[src/rtl/div_16bit_seq.sv]
// Multi-cycle 16-bit restoring divider: one quotient bit per cycle, 17-cycle latency,
// 1-cycle shortcut for divide-by-zero / signed overflow. Define DIV_SIGNED_EN for signed mode.
module div_16bit_seq (
  input  logic        clk,
  input  logic        rst,
  input  logic        start,
  input  logic        signed_op,
  input  logic [15:0] dividend,
  input  logic [15:0] divisor,
  output logic        busy,
  output logic        done,
  output logic [15:0] quotient,
  output logic [15:0] remainder,
  output logic        ovfl,
  output logic        div_by_zero
);

  typedef enum logic [1:0] {IDLE, CALC, DONE} state_t;

  state_t      state_q, state_d;
  logic [15:0] dvd_q, dvd_d;     // dividend shifts out MSB-first, quotient bits shift in
  logic [15:0] rem_q, rem_d;
  logic [15:0] dmag_q, dmag_d;
  logic [15:0] quo_q, quo_d;
  logic [15:0] remo_q, remo_d;
  logic [3:0]  cnt_q, cnt_d;
  logic        ovfl_q, ovfl_d;
  logic        dbz_q, dbz_d;

  logic [16:0] p, t;
  logic        qbit;
  logic [15:0] q_fin, r_fin;

`ifdef DIV_SIGNED_EN
  logic        negq_q, negq_d;
  logic        negr_q, negr_d;
`else
  logic        sgn_unused;
  assign sgn_unused = signed_op;
`endif

  always_comb begin
    state_d = state_q;
    dvd_d   = dvd_q;
    rem_d   = rem_q;
    dmag_d  = dmag_q;
    quo_d   = quo_q;
    remo_d  = remo_q;
    cnt_d   = cnt_q;
    ovfl_d  = ovfl_q;
    dbz_d   = dbz_q;
`ifdef DIV_SIGNED_EN
    negq_d  = negq_q;
    negr_d  = negr_q;
`endif
    p     = {rem_q, dvd_q[15]};
    t     = p - {1'b0, dmag_q};
    qbit  = ~t[16];
    q_fin = {dvd_q[14:0], qbit};
    r_fin = qbit ? t[15:0] : p[15:0];

    case (state_q)
      IDLE: begin
        if (start) begin
          ovfl_d = 1'b0;
          dbz_d  = 1'b0;
          if (divisor == 16'h0) begin
            state_d = DONE;
            dbz_d   = 1'b1;
            remo_d  = dividend;
            quo_d   = 16'hFFFF;
`ifdef DIV_SIGNED_EN
            if (signed_op) quo_d = dividend[15] ? 16'h8000 : 16'h7FFF;
          end else if (signed_op && dividend == 16'h8000 && divisor == 16'hFFFF) begin
            state_d = DONE;
            quo_d   = 16'h7FFF;
            remo_d  = 16'h0;
            ovfl_d  = 1'b1;
`endif
          end else begin
            state_d = CALC;
            rem_d   = 16'h0;
            cnt_d   = 4'd0;
`ifdef DIV_SIGNED_EN
            negq_d  = signed_op & (dividend[15] ^ divisor[15]);
            negr_d  = signed_op & dividend[15];
            // |0x8000| stays 0x8000, read as unsigned magnitude
            dvd_d   = (signed_op && dividend[15]) ? 16'h0 - dividend : dividend;
            dmag_d  = (signed_op && divisor[15])  ? 16'h0 - divisor  : divisor;
`else
            dvd_d   = dividend;
            dmag_d  = divisor;
`endif
          end
        end
      end
      CALC: begin
        dvd_d = q_fin;
        rem_d = r_fin;
        cnt_d = cnt_q + 4'd1;
        if (cnt_q == 4'd15) begin
          state_d = DONE;
          quo_d   = q_fin;
          remo_d  = r_fin;
`ifdef DIV_SIGNED_EN
          if (negq_q) quo_d  = 16'h0 - q_fin;
          if (negr_q) remo_d = 16'h0 - r_fin;
`endif
        end
      end
      DONE:    state_d = IDLE;
      default: state_d = IDLE;
    endcase
  end

  always_ff @(posedge clk) begin
    if (rst) begin
      state_q <= IDLE;
      dvd_q   <= 16'h0;
      rem_q   <= 16'h0;
      dmag_q  <= 16'h0;
      quo_q   <= 16'h0;
      remo_q  <= 16'h0;
      cnt_q   <= 4'd0;
      ovfl_q  <= 1'b0;
      dbz_q   <= 1'b0;
`ifdef DIV_SIGNED_EN
      negq_q  <= 1'b0;
      negr_q  <= 1'b0;
`endif
    end else begin
      state_q <= state_d;
      dvd_q   <= dvd_d;
      rem_q   <= rem_d;
      dmag_q  <= dmag_d;
      quo_q   <= quo_d;
      remo_q  <= remo_d;
      cnt_q   <= cnt_d;
      ovfl_q  <= ovfl_d;
      dbz_q   <= dbz_d;
`ifdef DIV_SIGNED_EN
      negq_q  <= negq_d;
      negr_q  <= negr_d;
`endif
    end
  end

  assign busy        = (state_q != IDLE);
  assign done        = (state_q == DONE);
  assign quotient    = quo_q;
  assign remainder   = remo_q;
  assign ovfl        = ovfl_q;
  assign div_by_zero = dbz_q;

endmodule

[config.mk]
export PLATFORM = sky130hd
export DESIGN_NAME = div_16bit_seq
export DESIGN_NICKNAME = d
export VERILOG_FILES = /design/src/rtl/div_16bit_seq.sv
export SDC_FILE = /design/constraint.sdc
export NUM_CORES = 1
export LEC_CHECK = 0
export BUFFER_PORTS_ARGS = -buffer_cell sky130_fd_sc_hd__buf_2
export CAP_MARGIN = 15
export CORE_AREA = 3 3 109 111
export CTS_CLUSTER_SIZE = 20
export DETAILED_ROUTE_END_ITERATION = 12
export DIE_AREA = 0 0 112 114
export PLACE_DENSITY_LB_ADDON = 0.25
export SLEW_MARGIN = 20
export SYNTH_ARGS = -nofsm -noshare
export SYNTH_HDL_FRONTEND = slang
export SYNTH_SLANG_ARGS = --single-unit
export TNS_END_PERCENT = 20
[constraint.sdc]
create_clock -name clk -period 8.4 [get_ports clk]
set_clock_uncertainty 0.15 [all_clocks]
set_input_delay 0 -clock clk [delete_from_list [all_inputs] [get_ports clk]]
set_output_delay 0 -clock clk [all_outputs]
set_load 0.005 [all_outputs]
After elaboration in Yosys (flattened, before gate mapping)
Index checks and enable logic that the tools add are counted.
{"block": "word_totals", "reg_bits": 87, "latch_bits": 0, "rom_bits": 0, "n_memories": 0, "inputBits": 36, "elab_cells": 51, "output_inout_bits": 36, "ram_bits": 0}
{"block": "op_classes", "bitwise": 2, "order_cmp": 0, "n_mul": 0, "eq_ne": 7, "shifts": 0, "div": 0, "n_mux": 23, "n_reduce_logical": 9, "n_addsub": 2}
{"cell": "2-to-1 mux 16 bit", "n": 11}
{"cell": "one-hot mux 16 bit (2 select lines)", "n": 4}
{"cell": "subtractor 17 x 16 -> 17 bit", "n": 1}
{"cell": "logical NOT 16 bit", "n": 1}
{"cell": "2-to-1 mux 4 bit", "n": 2}
{"cell": "inequality test 2 bit (second input constant)", "n": 4}
{"cell": "one-hot mux 4 bit (2 select lines)", "n": 1}
{"cell": "2-to-1 mux 2 bit", "n": 3}
{"cell": "AND reduction 3 bit", "n": 2}
{"cell": "adder 4 x 1 -> 4 bit (second input constant)", "n": 1}
{"cell": "== test 4 bit (second input constant)", "n": 1}
{"cell": "one-hot mux 2 bit (2 select lines)", "n": 1}
{"cell": "AND reduction 2 bit", "n": 2}
{"cell": "AND reduction 4 bit", "n": 1}
{"cell": "nonzero test 2 bit", "n": 2}
{"cell": "== test 2 x 1 -> 1 bit (second input constant)", "n": 1}
{"cell": "== test 2 bit (second input constant)", "n": 1}
{"cell": "logical NOT 2 bit", "n": 1}
{"cell": "NOT 1 bit", "n": 2}
{"cell": "2-to-1 mux 1 bit", "n": 1}

Logic depth before layout (Yosys ltp)
{"block": "logic_depth", "word_depth": 4, "depth_mapped": 11, "ltp_nobuf": 10}

Least setup slack after synthesis
No wires, ideal clock.
{"block": "synth_timing", "path_kind": "flip-flop to flip-flop", "startpoint": "reg dvd_q[15]", "endpoint": "reg remo_q[15], in the netlist remainder[15]", "setup_slack_ps": 5745, "setup_time_ps": 86, "t_arrival_ps": 2419, "path_stages_with_launch": 11, "required_time_ps": 8164, "period_less_slack_ps": 2655, "path_cell_list": "dfxtp_1 -> inv_1 -> ha_1 -> fa_1 -> and2b_1 -> o211a_4 -> o211ai_4 -> a211oi_4 -> nand2_1 -> or3_1 -> a211oi_1"}
{"block": "synth_between", "elab_chain_len": 4}
{"item": "from (decl)", "line_no": "21", "source": "logic [15:0] dvd_q, dvd_d;"}
{"item": "from (signal assigned)", "line_no": "133", "source": "dvd_q <= dvd_d;"}
{"item": "subtractor 17 x 16 -> 17 bit", "line_no": "57", "source": "t = p - {1'b0, dmag_q};"}
{"item": "2-to-1 mux 16 bit", "line_no": "60", "source": "r_fin = qbit ? t[15:0] : p[15:0];"}
{"item": "2-to-1 mux 16 bit", "line_no": "101", "source": "if (cnt_q == 4'd15) begin"}
{"item": "one-hot mux 16 bit (2 select lines)", "line_no": "62", "source": "case (state_q)"}
{"item": "to (signal assigned)", "line_no": "137", "source": "remo_q <= remo_d;"}
{"item": "to (decl)", "line_no": "25", "source": "logic [15:0] remo_q, remo_d;"}
No other way between the ends. The select of a mux whose other input is x is not followed.
A chain may end at the register's enable or synchronous reset.

Worst setup path in the final report
Ends and elaborated chain as after synthesis.

==> impl_results.md <==
- CP arrival: ~3.7 ns
- Layout cells sized above 1: ~16%
- Initial drt markers: between 300 and 400
- Detail Route Antenna Nets: 0
- Post-synth EDFFs: 0
- Crit-path max FO: 15
- Worst hold path startpoint: rst
- Initial DRT Pass Iterations: 5
- Diodes inserted: 0
- Status: finished clean
- Die Y: between 100 and 150 um
- Postcts setup bufs: 0
- First-pass GRT wire length: roughly 20000 um
- Full die area: 0.0128 mm2
- Syn nets: between 600 and 700
- FFs w/ async S/R, synth: 0%
- HPWL after detailed placement: a little under 9000 um
- Slew margin rel.: 33.4%
- RSZ-0062 raised after global routing: no
- Critical path endpoint category: register
- Placed Cells incl. Taps: between 700 and 800
- CTS Buf Count: 9
- Pleak: between 2 and 2.5 nW
- Routed vias: around 4300
- GP Congestion: about 0.80
- Peak supply drop: between 0.2 and 0.3 mV
- Starting Density: between 40% and 50%
- GR Overflow Total: 0
- Nets: 689
- Post-Syn Instances: 550
- Die W: approximately 110 um
- Commonest non-fill, non-tap cell in the layout: dfxtp_1
- Hold Crit Class: in2reg
- Num rows: 38
- Core ar.: 0.0109 mm2
- F_max: about 280 MHz
- Yosys warning total: 0
- CTS tree: built
- CTS resizes: 0
- DRC violations left: 0
- Crit Path Class: reg2reg
- Final Critical Period: around 3.6 ns
- CTS clk-pin slew, worst paths: 0.10 ns
- IO buf count: about 70
- Reg-to-reg startpoint: dvd_q[15]
- R2R depth: 10
- Worst setup margin: approximately 4.8 ns
- Worst hold stages: 3
- Vias per cell: approximately 5.5
- Req. time, crit path: 8.53 ns
- Crit path launch: dvd_q[15]
- Final setup viols: 0
- Pre-CTS WS: 4.82 ns
- Number of distinct library cells after synthesis: 61
- Most frequent cells in the layout: 87 x dfxtp_1, 77 x nand2_1, 73 x nor2_1
- Largest net degree at the start of global routing: 76
- Initial antenna violation count: 0
- Tcrit/Tclk final: between 40% and 50%
- PwrDens: ~360 mW/mm2
- Crit start category: register
- Endpoint, Worst Hold: dmag_q[4]
- Later-pin clock latency in the skew report: between 0.3 and 0.4 ns
- Routed WL: roughly 12000 um
- Global Route Usage Sum: 19.2%
- Final slew viol count: 0
- Hold_ws: ~0.17 ns
- Setup Total Neg Slack: 0 ns
- Fillers: around 1100
- Worst reg2reg setup slack: ~4.8 ns
- Clock Path Buffers: 2
- Yosys reg bits: 87
- Maxcap violations: 0
- Mean routed wirelength per cell: between 15 and 20 um
- Non-Filler Instances: 780
- Io pins: 72
- Root Driver: clkbuf_8
- Top_reg_cell synth: dfxtp_1
- Reg2reg end: remainder[15]
- Area grow syn2layout: 23.0%
- Vias in the first global route: roughly 4000
- H-tree levels: 3
- Seq/Total Area, Yosys: 39.8%
- Final hold vios: 0
- Post-Syn Area per Cell: around 8.0 um2
- CTS sink count: 87
- Slew @ Worst Pin: 0.996 ns
- Post-Syn Area: 0.00437 mm2
-- registers in the layout (all words and copies together) (netlist names) --
| register | cells |
|---|---|
| remainder | 16 |
| dvd_q | 16 |
| cnt_q | 4 |
| state_q | 2 |
| div_by_zero | 1 |
| dmag_q | 16 |
| rem_q | 16 |
| quotient | 16 |
-- synth_stat cells (8+ instances only) --
master / instances / share of area (%)
a21oi_1: 47 / 5.4
a222oi_1: 8 / 1.8
a311oi_1: 12 / 2.4
clkbuf_1: 24 / 2.1
dfxtp_1: 87 / 40
ha_1: 17 / 4.9
inv_1: 25 / 2.1
mux2i_1: 8 / 1.8
nand2_1: 77 / 6.6
nor2_1: 73 / 6.3
nor3_1: 23 / 2.6
o21ai_0: 24 / 2.7
-- layer usage --
layer	global-route usage, %	part of all wire (%)
met1	27.3	48
met2	29.7	45
met3	3.34	5.4
met4	5.85	1.7
met5	0	0
-- repair_timing --
action / 4_1_cts / 5_1_grt
hold endpoints to repair: 48 / 0
setup endpoints to repair: 0 / 0
hold buffers: 33 / 0
-- worst max path at each step --
stage	to	slack [ns]
after CTS	remainder[15]	4.81
after floorplan	remainder[15]	5.75
final	remainder[15]	4.81
after detailed placement	remainder[15]	4.82
after global routing	remainder[15]	4.67
after global placement	remainder[15]	4.87
-- worst max-delay path, stage by stage, from the launching register on --
cell and delay [ns]:
dfxtp_1 0.39, inv_1 0.09, ha_1 0.22, fa_1 0.38, and2b_1 0.28, o211a_4 0.23
o211ai_4 0.11, a211oi_4 0.78, nand2_1 0.25, or3_1 0.43, a211oi_1 0.20
-- stage by stage --
step | instance area (um2) | total power, mW | util [%]
2_1_floorplan | 4370 | 1.36 | -
3_3_place_gp | 4800 | 1.56 | 44.1
3_5_place_dp | 4800 | 1.57 | 44.1
4_1_cts | 5380 | 1.95 | 49.4
5_1_grt | 5380 | 2.10 | 49.4
6_report | 5380 | 1.96 | 49.4
-- cells by family (layout without fill, tap and decap cells) --
logic type	after synthesis	count (layout)	share of synthesized area (%)
adders and majority gates	18	18	5.32
and+or+nand+nor	217	217	21.9
other	1	1	0.0858
buffers and inverters	59	149	5.44
DFF	87	87	39.8
AOI/OAI and AO/OA	152	152	24.0
xor gates and xnor gates	8	8	1.60
muxes	8	8	1.83
-- cell type report --
cell class                 count  area, um2  share of cell area (%)
clock inverter                 7        120                    2.23
sequential                    87       1740                    32.4
timing repair buffer         108        721                    13.4
multi-input combinational    404       2400                    44.7
clock buffer                   9        124                    2.30
inverter                      25       93.8                    1.74
tap                          140        175                    3.26
-- report_power, final --
| group | switching (mW) | total (mW) | internal, mW |
|---|---|---|---|
| Clock | 0.163 | 0.361 | 0.199 |
| Combinational | 0.659 | 1.10 | 0.437 |
| Sequential | 0.0410 | 0.499 | 0.458 |
| Total | 0.863 | 1.96 | 1.09 |
(Power assumes the default switching activity.)
